===== config.mk =====
export PLATFORM = sky130hd
export DESIGN_NAME = morse_symbol_packer
export DESIGN_NICKNAME = d
export VERILOG_FILES = /design/src/rtl/morse_symbol_packer_pkg.sv /design/src/rtl/morse_symbol_packer_press_classifier.sv /design/src/rtl/morse_symbol_packer.sv
export SDC_FILE = /design/constraint.sdc
export NUM_CORES = 1
export LEC_CHECK = 0
export BUFFER_PORTS_ARGS = -buffer_cell sky130_fd_sc_hd__buf_2
export CELL_PAD_IN_SITES_DETAIL_PLACEMENT = 1
export CELL_PAD_IN_SITES_GLOBAL_PLACEMENT = 2
export CORE_MARGIN = 2
export CORE_UTILIZATION = 34
export CTS_CLUSTER_DIAMETER = 40
export DETAILED_ROUTE_END_ITERATION = 10
export GPL_TIMING_DRIVEN = 0
export HOLD_SLACK_MARGIN = 0.15
export PLACE_DENSITY = 0.87
export SLEW_MARGIN = 20
export SYNTH_ARGS = -nofsm -noshare
export SYNTH_HDL_FRONTEND = slang
export SYNTH_SLANG_ARGS = --single-unit

===== constraint.sdc =====
create_clock -name clock_1hz -period 2.2 [get_ports clock_1hz]
set_input_delay 0.11 -clock clock_1hz [delete_from_list [all_inputs] [get_ports clock_1hz]]
set_output_delay 0.11 -clock clock_1hz [all_outputs]
set_load 0.05 [all_outputs]

===== src/rtl/morse_symbol_packer_pkg.sv =====
`default_nettype none
// ============================================================================
//  Module      : morse_symbol_packer_pkg
//  Description : Shared definitions for the Morse symbol path. Holds the
//                2-bit symbol codes used by player1, player2 and translator,
//                the RAM word/address widths, the press FSM state type and
//                the LEDG thermometer helper.
//  Ports       : none (package)
//  Revision    : 1.0 - initial release
// ============================================================================
package morse_symbol_packer_pkg;

  localparam int WORD_W = 10;
  localparam int ADDR_W = 4;

  localparam logic [1:0] SYM_EMPTY = 2'b00;
  localparam logic [1:0] SYM_DOT   = 2'b01;
  localparam logic [1:0] SYM_DASH  = 2'b11;

  typedef enum logic [0:0] {
    PS_IDLE  = 1'b0,
    PS_PRESS = 1'b1
  } press_state_e;

  // Press length as a 3-LED thermometer; anything from 3 ticks up lights all.
  function automatic logic [2:0] thermo3(input logic [2:0] len);
    logic [2:0] vis;
    case (len)
      3'd0:    vis = 3'b000;
      3'd1:    vis = 3'b001;
      3'd2:    vis = 3'b011;
      default: vis = 3'b111;
    endcase
    return vis;
  endfunction

endpackage
`default_nettype wire


===== src/rtl/morse_symbol_packer_press_classifier.sv =====
`default_nettype none
// ============================================================================
//  Module      : press_classifier
//  Description : Times a morse key press on the 1 Hz tick and classifies it
//                as a dot or a dash on release.
//  Ports       : clock_1hz  - 1 Hz tick clock
//                resetn     - synchronous active-low reset
//                enable     - player-1 turn; when low the press is abandoned
//                key_n      - morse key, active-low
//                sym_valid  - high in the release cycle of a press
//                sym_code   - SYM_DOT or SYM_DASH, valid with sym_valid
//                press_vis  - thermometer of the running press length
//  Revision    : 1.0 - initial release
// ============================================================================
module press_classifier
  import morse_symbol_packer_pkg::*;
#(
  parameter int DOT_MAX = 2
) (
  input  logic       clock_1hz,
  input  logic       resetn,
  input  logic       enable,
  input  logic       key_n,
  output logic       sym_valid,
  output logic [1:0] sym_code,
  output logic [2:0] press_vis
);

  press_state_e state_q;
  logic [2:0]   press_len_q;
  logic [2:0]   press_vis_q;
  logic         key_prev_q;
  logic [2:0]   len_inc;

  always_comb begin
    len_inc = (press_len_q == 3'd7) ? 3'd7 : press_len_q + 3'd1;
  end

  // Release is decoded from the registered state and the live key so the
  // packer can append the symbol on the very edge that samples the release.
  always_comb begin
    sym_valid = enable && (state_q == PS_PRESS) && key_n;
    sym_code  = (int'(press_len_q) <= DOT_MAX) ? SYM_DOT : SYM_DASH;
  end

  // A press only starts on a sampled falling edge of key_n. The edge register
  // clears to "pressed" on reset, so a key held through reset is discarded,
  // and it keeps tracking while disabled so enable rising is not an edge.
  always_ff @(posedge clock_1hz) begin
    if (!resetn) begin
      state_q     <= PS_IDLE;
      press_len_q <= 3'd0;
      press_vis_q <= 3'd0;
      key_prev_q  <= 1'b0;
    end else begin
      key_prev_q <= key_n;
      if (!enable) begin
        state_q     <= PS_IDLE;
        press_len_q <= 3'd0;
        press_vis_q <= 3'd0;
      end else begin
        case (state_q)
          PS_IDLE: begin
            if (!key_n && key_prev_q) begin
              state_q     <= PS_PRESS;
              press_len_q <= 3'd1;
              press_vis_q <= thermo3(3'd1);
            end
          end
          PS_PRESS: begin
            if (!key_n) begin
              press_len_q <= len_inc;
              press_vis_q <= thermo3(len_inc);
            end else begin
              state_q     <= PS_IDLE;
              press_len_q <= 3'd0;
              press_vis_q <= 3'd0;
            end
          end
          default: begin
            state_q     <= PS_IDLE;
            press_len_q <= 3'd0;
            press_vis_q <= 3'd0;
          end
        endcase
      end
    end
  end

  assign press_vis = press_vis_q;

endmodule
`default_nettype wire


===== src/rtl/morse_symbol_packer.sv =====
`default_nettype none
// ============================================================================
//  Module      : morse_symbol_packer
//  Description : Player-1 front end. Packs classified key presses into a
//                10-bit word (symbol i in bits [2i+1:2i]) and writes the word
//                to ram32x10 on a falling edge of next_n.
//  Ports       : clock_1hz  - 1 Hz tick clock
//                resetn     - synchronous active-low reset
//                enable     - player-1 turn
//                key_n      - morse key, active-low
//                next_n     - commit request, active-low
//                wr_en      - one-cycle RAM write strobe
//                wr_addr    - RAM address of the current/next commit
//                wr_data    - packed word of the current commit
//                sym_count  - symbols in the word under construction
//                press_vis  - LEDG press-length thermometer
//                overflow   - sticky: a symbol was dropped (word full)
//                mem_full   - all DEPTH words written
//  Revision    : 1.0 - initial release
// ============================================================================
module morse_symbol_packer
  import morse_symbol_packer_pkg::*;
#(
  parameter int DOT_MAX  = 2,
  parameter int MAX_SYMS = 5,
  parameter int DEPTH    = 16
) (
  input  logic              clock_1hz,
  input  logic              resetn,
  input  logic              enable,
  input  logic              key_n,
  input  logic              next_n,
  output logic              wr_en,
  output logic [ADDR_W-1:0] wr_addr,
  output logic [WORD_W-1:0] wr_data,
  output logic [2:0]        sym_count,
  output logic [2:0]        press_vis,
  output logic              overflow,
  output logic              mem_full
);

  localparam logic [2:0]        MAX_CNT   = 3'(MAX_SYMS);
  localparam logic [ADDR_W-1:0] LAST_ADDR = ADDR_W'(DEPTH - 1);

  logic              sym_valid;
  logic [1:0]        sym_code;

  logic [WORD_W-1:0] word_q,     word_d;
  logic [2:0]        count_q,    count_d;
  logic              overflow_q, overflow_d;
  logic [ADDR_W-1:0] addr_q,     addr_d;
  logic              mem_full_q, mem_full_d;
  logic              wr_en_q,    wr_en_d;
  logic [WORD_W-1:0] wr_data_q,  wr_data_d;
  logic              next_prev_q;

  logic [WORD_W-1:0] word_base;
  logic [2:0]        count_base;
  logic              commit_fire;

  press_classifier #(
    .DOT_MAX (DOT_MAX)
  ) u_press_classifier (
    .clock_1hz (clock_1hz),
    .resetn    (resetn),
    .enable    (enable),
    .key_n     (key_n),
    .sym_valid (sym_valid),
    .sym_code  (sym_code),
    .press_vis (press_vis)
  );

  always_comb begin
    // The strobe cycle retires the committed word, so anything classified
    // during it is packed into an already-cleared word.
    word_base  = wr_en_q ? '0   : word_q;
    count_base = wr_en_q ? 3'd0 : count_q;

    word_d     = word_base;
    count_d    = count_base;
    overflow_d = wr_en_q ? 1'b0 : overflow_q;

    if (sym_valid) begin
      if (count_base == MAX_CNT) begin
        overflow_d = 1'b1;
      end else begin
        for (int i = 0; i < MAX_SYMS; i++) begin
          if (count_base == 3'(i)) begin
            word_d[2*i +: 2] = sym_code;
          end
        end
        count_d = count_base + 3'd1;
      end
    end

    // Uses the post-append count so a release on the commit edge is included.
    commit_fire = enable && !next_n && next_prev_q && (count_d != 3'd0) &&
                  !mem_full_q && !wr_en_q;

    wr_en_d   = commit_fire;
    wr_data_d = commit_fire ? word_d : wr_data_q;

    addr_d     = addr_q;
    mem_full_d = mem_full_q;
    if (wr_en_q) begin
      if (addr_q == LAST_ADDR) begin
        mem_full_d = 1'b1;
      end else begin
        addr_d = addr_q + 1'b1;
      end
    end
  end

  always_ff @(posedge clock_1hz) begin
    if (!resetn) begin
      word_q      <= '0;
      count_q     <= 3'd0;
      overflow_q  <= 1'b0;
      addr_q      <= '0;
      mem_full_q  <= 1'b0;
      wr_en_q     <= 1'b0;
      wr_data_q   <= '0;
      next_prev_q <= 1'b0;
    end else begin
      word_q      <= word_d;
      count_q     <= count_d;
      overflow_q  <= overflow_d;
      addr_q      <= addr_d;
      mem_full_q  <= mem_full_d;
      wr_en_q     <= wr_en_d;
      wr_data_q   <= wr_data_d;
      next_prev_q <= next_n;
    end
  end

  assign wr_en     = wr_en_q;
  assign wr_addr   = addr_q;
  assign wr_data   = wr_data_q;
  assign sym_count = count_q;
  assign overflow  = overflow_q;
  assign mem_full  = mem_full_q;

endmodule
`default_nettype wire


==> run summary <==
Die Wd: 75.0 um
Syn. warnings: 0
Layout Utilization: 0.425
PnR Total Power: 1.21 mW
slowest cell on the critical path: dfxtp_1
Max Fclk: 0.488 GHz
Crit. End Element: register
Final #Nets: 226
filler instances: 576
area leader, netlist: dfxtp_1
Yosys cell types: 42
Seq cells post-synth: 39
global-route wire length before repair: 6060 um
Seq pwr share: 0.589
Die ar.: 0.00563 mm^2
crit start category: register
number of synthesized flops with an enable pin: 0
WHS Path Cells: 3
RSZ-0062 raised after global routing: false
Mapped Nets: 191
Clock Latency Late Sink: 0.29 ns
vias: 1362
clock root cell: clkbuf_8
ratio of cells with drive above 1 in the final layout: 0.218
Inserted Clock Buffers: 5
Final period util: 0.932
crit-path cells: and2b_1 -> and2_1 -> ha_1 -> nand4_4 -> o211a_4 -> buf_8 -> mux2i_1 -> nor2_1
largest net degree at the start of global routing: 11
Mapped Area: 0.00171 mm^2
cell-internal power: 0.938 mW
Worst Max-Slew Pin Slew: 0.493 ns
final instance area: 0.00203 mm^2
Cells after Synth: 182
final slew viol count: 0
Max-Cap Viols: 0
CTS tree: built
Comb pwr share: 0.041
initial drt markers: 44
IO Pins: 28
Worst Setup Path Type: reg2reg
Final setup viols: 0
row count: 25
final setup TNS: 0 ns
Critical Path AT: 2.21 ns
ys async rst share: 0
total track usage: 0.145
H-Tree Level Count: 2
core box area: 0.00479 mm^2
DR vias/cell: 4.81
Net Sw Frac: 0.223
Max clock buf depth: 2
peak supply drop: 0.280 mV
Residual DRC: 0
CP required: 2.36 ns
first drt pass iteration count: 4
synthesis-to-finish area growth: 18.6%
via count of the first global-routing pass: 1273
CP max stage delay: 0.54 ns
GRT Residual Overflow: 0
Sink Count: 39
crit-path max FO: 10
die height: 75.0 um
Antenna Nets Post-Route: 0
postcts setup bufs: 0
slew margin rel.: 0.671
R2R depth: 8
Seq/Total Area, Yosys: 0.455
Synth Flop Type: dfxtp_1
minimum clock period: 2.05 ns
clk_skew: 0.00463 ns
placed instance area: 0.00193 mm^2
worst hold path type: in2reg
synth top area cells: dfxtp_1 46%, nor2_1 5.9%, mux2i_1 5.8%
HPWL Detailed: 2660 um
Avg Cell Area, Syn: 9.42 um^2
routed wire length: 3680 um
PortBufs: 26
drt wl/cell: 13.0 um
Final Hold Fails: 0
Clock Pin Slew Worst Setup and Hold Paths: 0.07 ns
PwrDens: 593 mW/mm^2
initial core utilization: 0.358
initial antenna violation count: 0
post-synth top area share: 0.455
P_sw: 0.269 mW
Leak: 0.797 nW
antenna fix cells: 0
GP Congestion: 0.809
Clock Power Share: 0.369
status: finished, final reports clean
cell families (layout without fill, tap and decap cells):
group / count (synthesis) / after routing / synth area share
AO/OA/AOI/OAI: 31 / 31 / 0.127
XOR/XNOR: 2 / 2 / 0.0102
adder cells (fa/ha/maj): 4 / 4 / 0.0292
buffers and inverters: 18 / 52 / 0.0598
flip-flops: 39 / 39 / 0.455
multiplexers: 10 / 10 / 0.0584
AND/OR/NAND/NOR: 78 / 78 / 0.260
through the flow:
stage | setup WS [ns] | instances | hold slack, ns
after floorplan | 0.0210 | 182 | 0.232
after global placement | 0.0859 | 275 | 0.342
after detailed placement | 0.0492 | 275 | 0.341
after CTS | 0.0506 | 284 | 0.265
after global routing | 0.00238 | 283 | 0.297
final | 0.149 | 283 | 0.267
per-layer routing:
metal,routed length (um),GRT usage,vias to the layer above
met5,0,0,-
met3,146,0.0415,6
met4,57,0.0595,0
met1,1850,0.197,642
li1,-,-,691
met2,1620,0.216,23
timing repair:
item,in CTS,in global routing
hold buffers,3,0
gates resized for setup,0,2
setup endpoints to repair,0,7
endpoints found under the hold margin,5,0
area by class of cell:
class                      instances  area (um^2)  share of cell area
buffer                             7         60.1              0.0295
clock buffer                       6         72.6              0.0357
inverter                          10         41.3              0.0203
multi-input combinational        125          831               0.409
sequential                        39          785               0.386
tap                               67         83.8              0.0412
timing repair buffer              29          160              0.0788
flip-flops by register name, summed over array words and instances (netlist names):
name,cells
mem_full,1
next_prev_q,1
overflow,1
sym_count,3
u_press_classifier.key_prev_q,1
u_press_classifier.press_len_q,3
u_press_classifier.press_vis,3
u_press_classifier.state_q,1
word_q,10
wr_addr,4
wr_data,10
wr_en,1
synth_stat cells (2+ instances only):
cell and count:
a211oi_1 2, a21o_1 2, a21oi_1 9, a31oi_1 4, a41oi_1 2, and2_1 11, buf_4 2, buf_6 2
clkbuf_1 2, dfxtp_1 39, ha_1 4, inv_1 9, mux2i_1 10, nand2_1 16, nand2b_1 2, nand3_1 5
nor2_1 27, nor3_1 3, nor4b_2 2, o211ai_1 2, o21a_1 3, o21ai_0 3, xor2_1 2
path summary, 6_finish.rpt:
check / from / end / slack, ns
setup / recovery: sym_count[0]$_SDFF_PN0_ / wr_data[1]$_SDFFE_PN0P_ / 0.15
hold / removal: enable / u_press_classifier.press_len_q[2]$_SDFFE_PN0P_ / 0.27
setup reg to reg: sym_count[0]$_SDFF_PN0_ / wr_data[1]$_SDFFE_PN0P_ / 0.15
hold reg to reg: wr_data[0]$_SDFFE_PN0P_ / wr_data[0]$_SDFFE_PN0P_ / 0.47
power by group through the flow:
stage,Clock (mW),Combinational (mW),Sequential (mW)
3_5_place_dp,0,0.0462,0.728
2_1_floorplan,0,0.0275,0.731
6_report,0.445,0.0499,0.711
5_1_grt,0.489,0.0557,0.711
3_3_place_gp,0,0.0464,0.728
4_1_cts,0.471,0.0510,0.712
worst max-delay path, delay by kind of cell (launching register included):
| kind | cells | cell delay (ns) |
|---|---|---|
| AND/OR/NAND/NOR | 4 | 0.59 |
| buffers and inverters | 1 | 0.15 |
| AO/OA/AOI/OAI | 1 | 0.20 |
| multiplexers | 1 | 0.18 |
| adder cells (fa/ha/maj) | 1 | 0.26 |
| flip-flops | 1 | 0.54 |
layout by cell type (no fill, tap or decap), types with 2 or more instances in the layout:
master,count
and2_1,11
ha_1,4
o21a_1,3
clkbuf_8,5
a41oi_1,2
nor4b_2,2
a21oi_1,9
a21o_1,2
nor3_1,3
nand2b_1,2
xor2_1,2
clkbuf_1,3
o21ai_0,3
buf_2,26
mux2i_1,10
nand2_1,16
a211oi_1,2
inv_1,9
nor2_1,27
a31oi_1,4
buf_6,2
buf_4,2
dlygate4sd3_1,3
nand3_1,5
o211ai_1,2
dfxtp_1,38
Note: power is estimated with default switching activity, not from simulation.
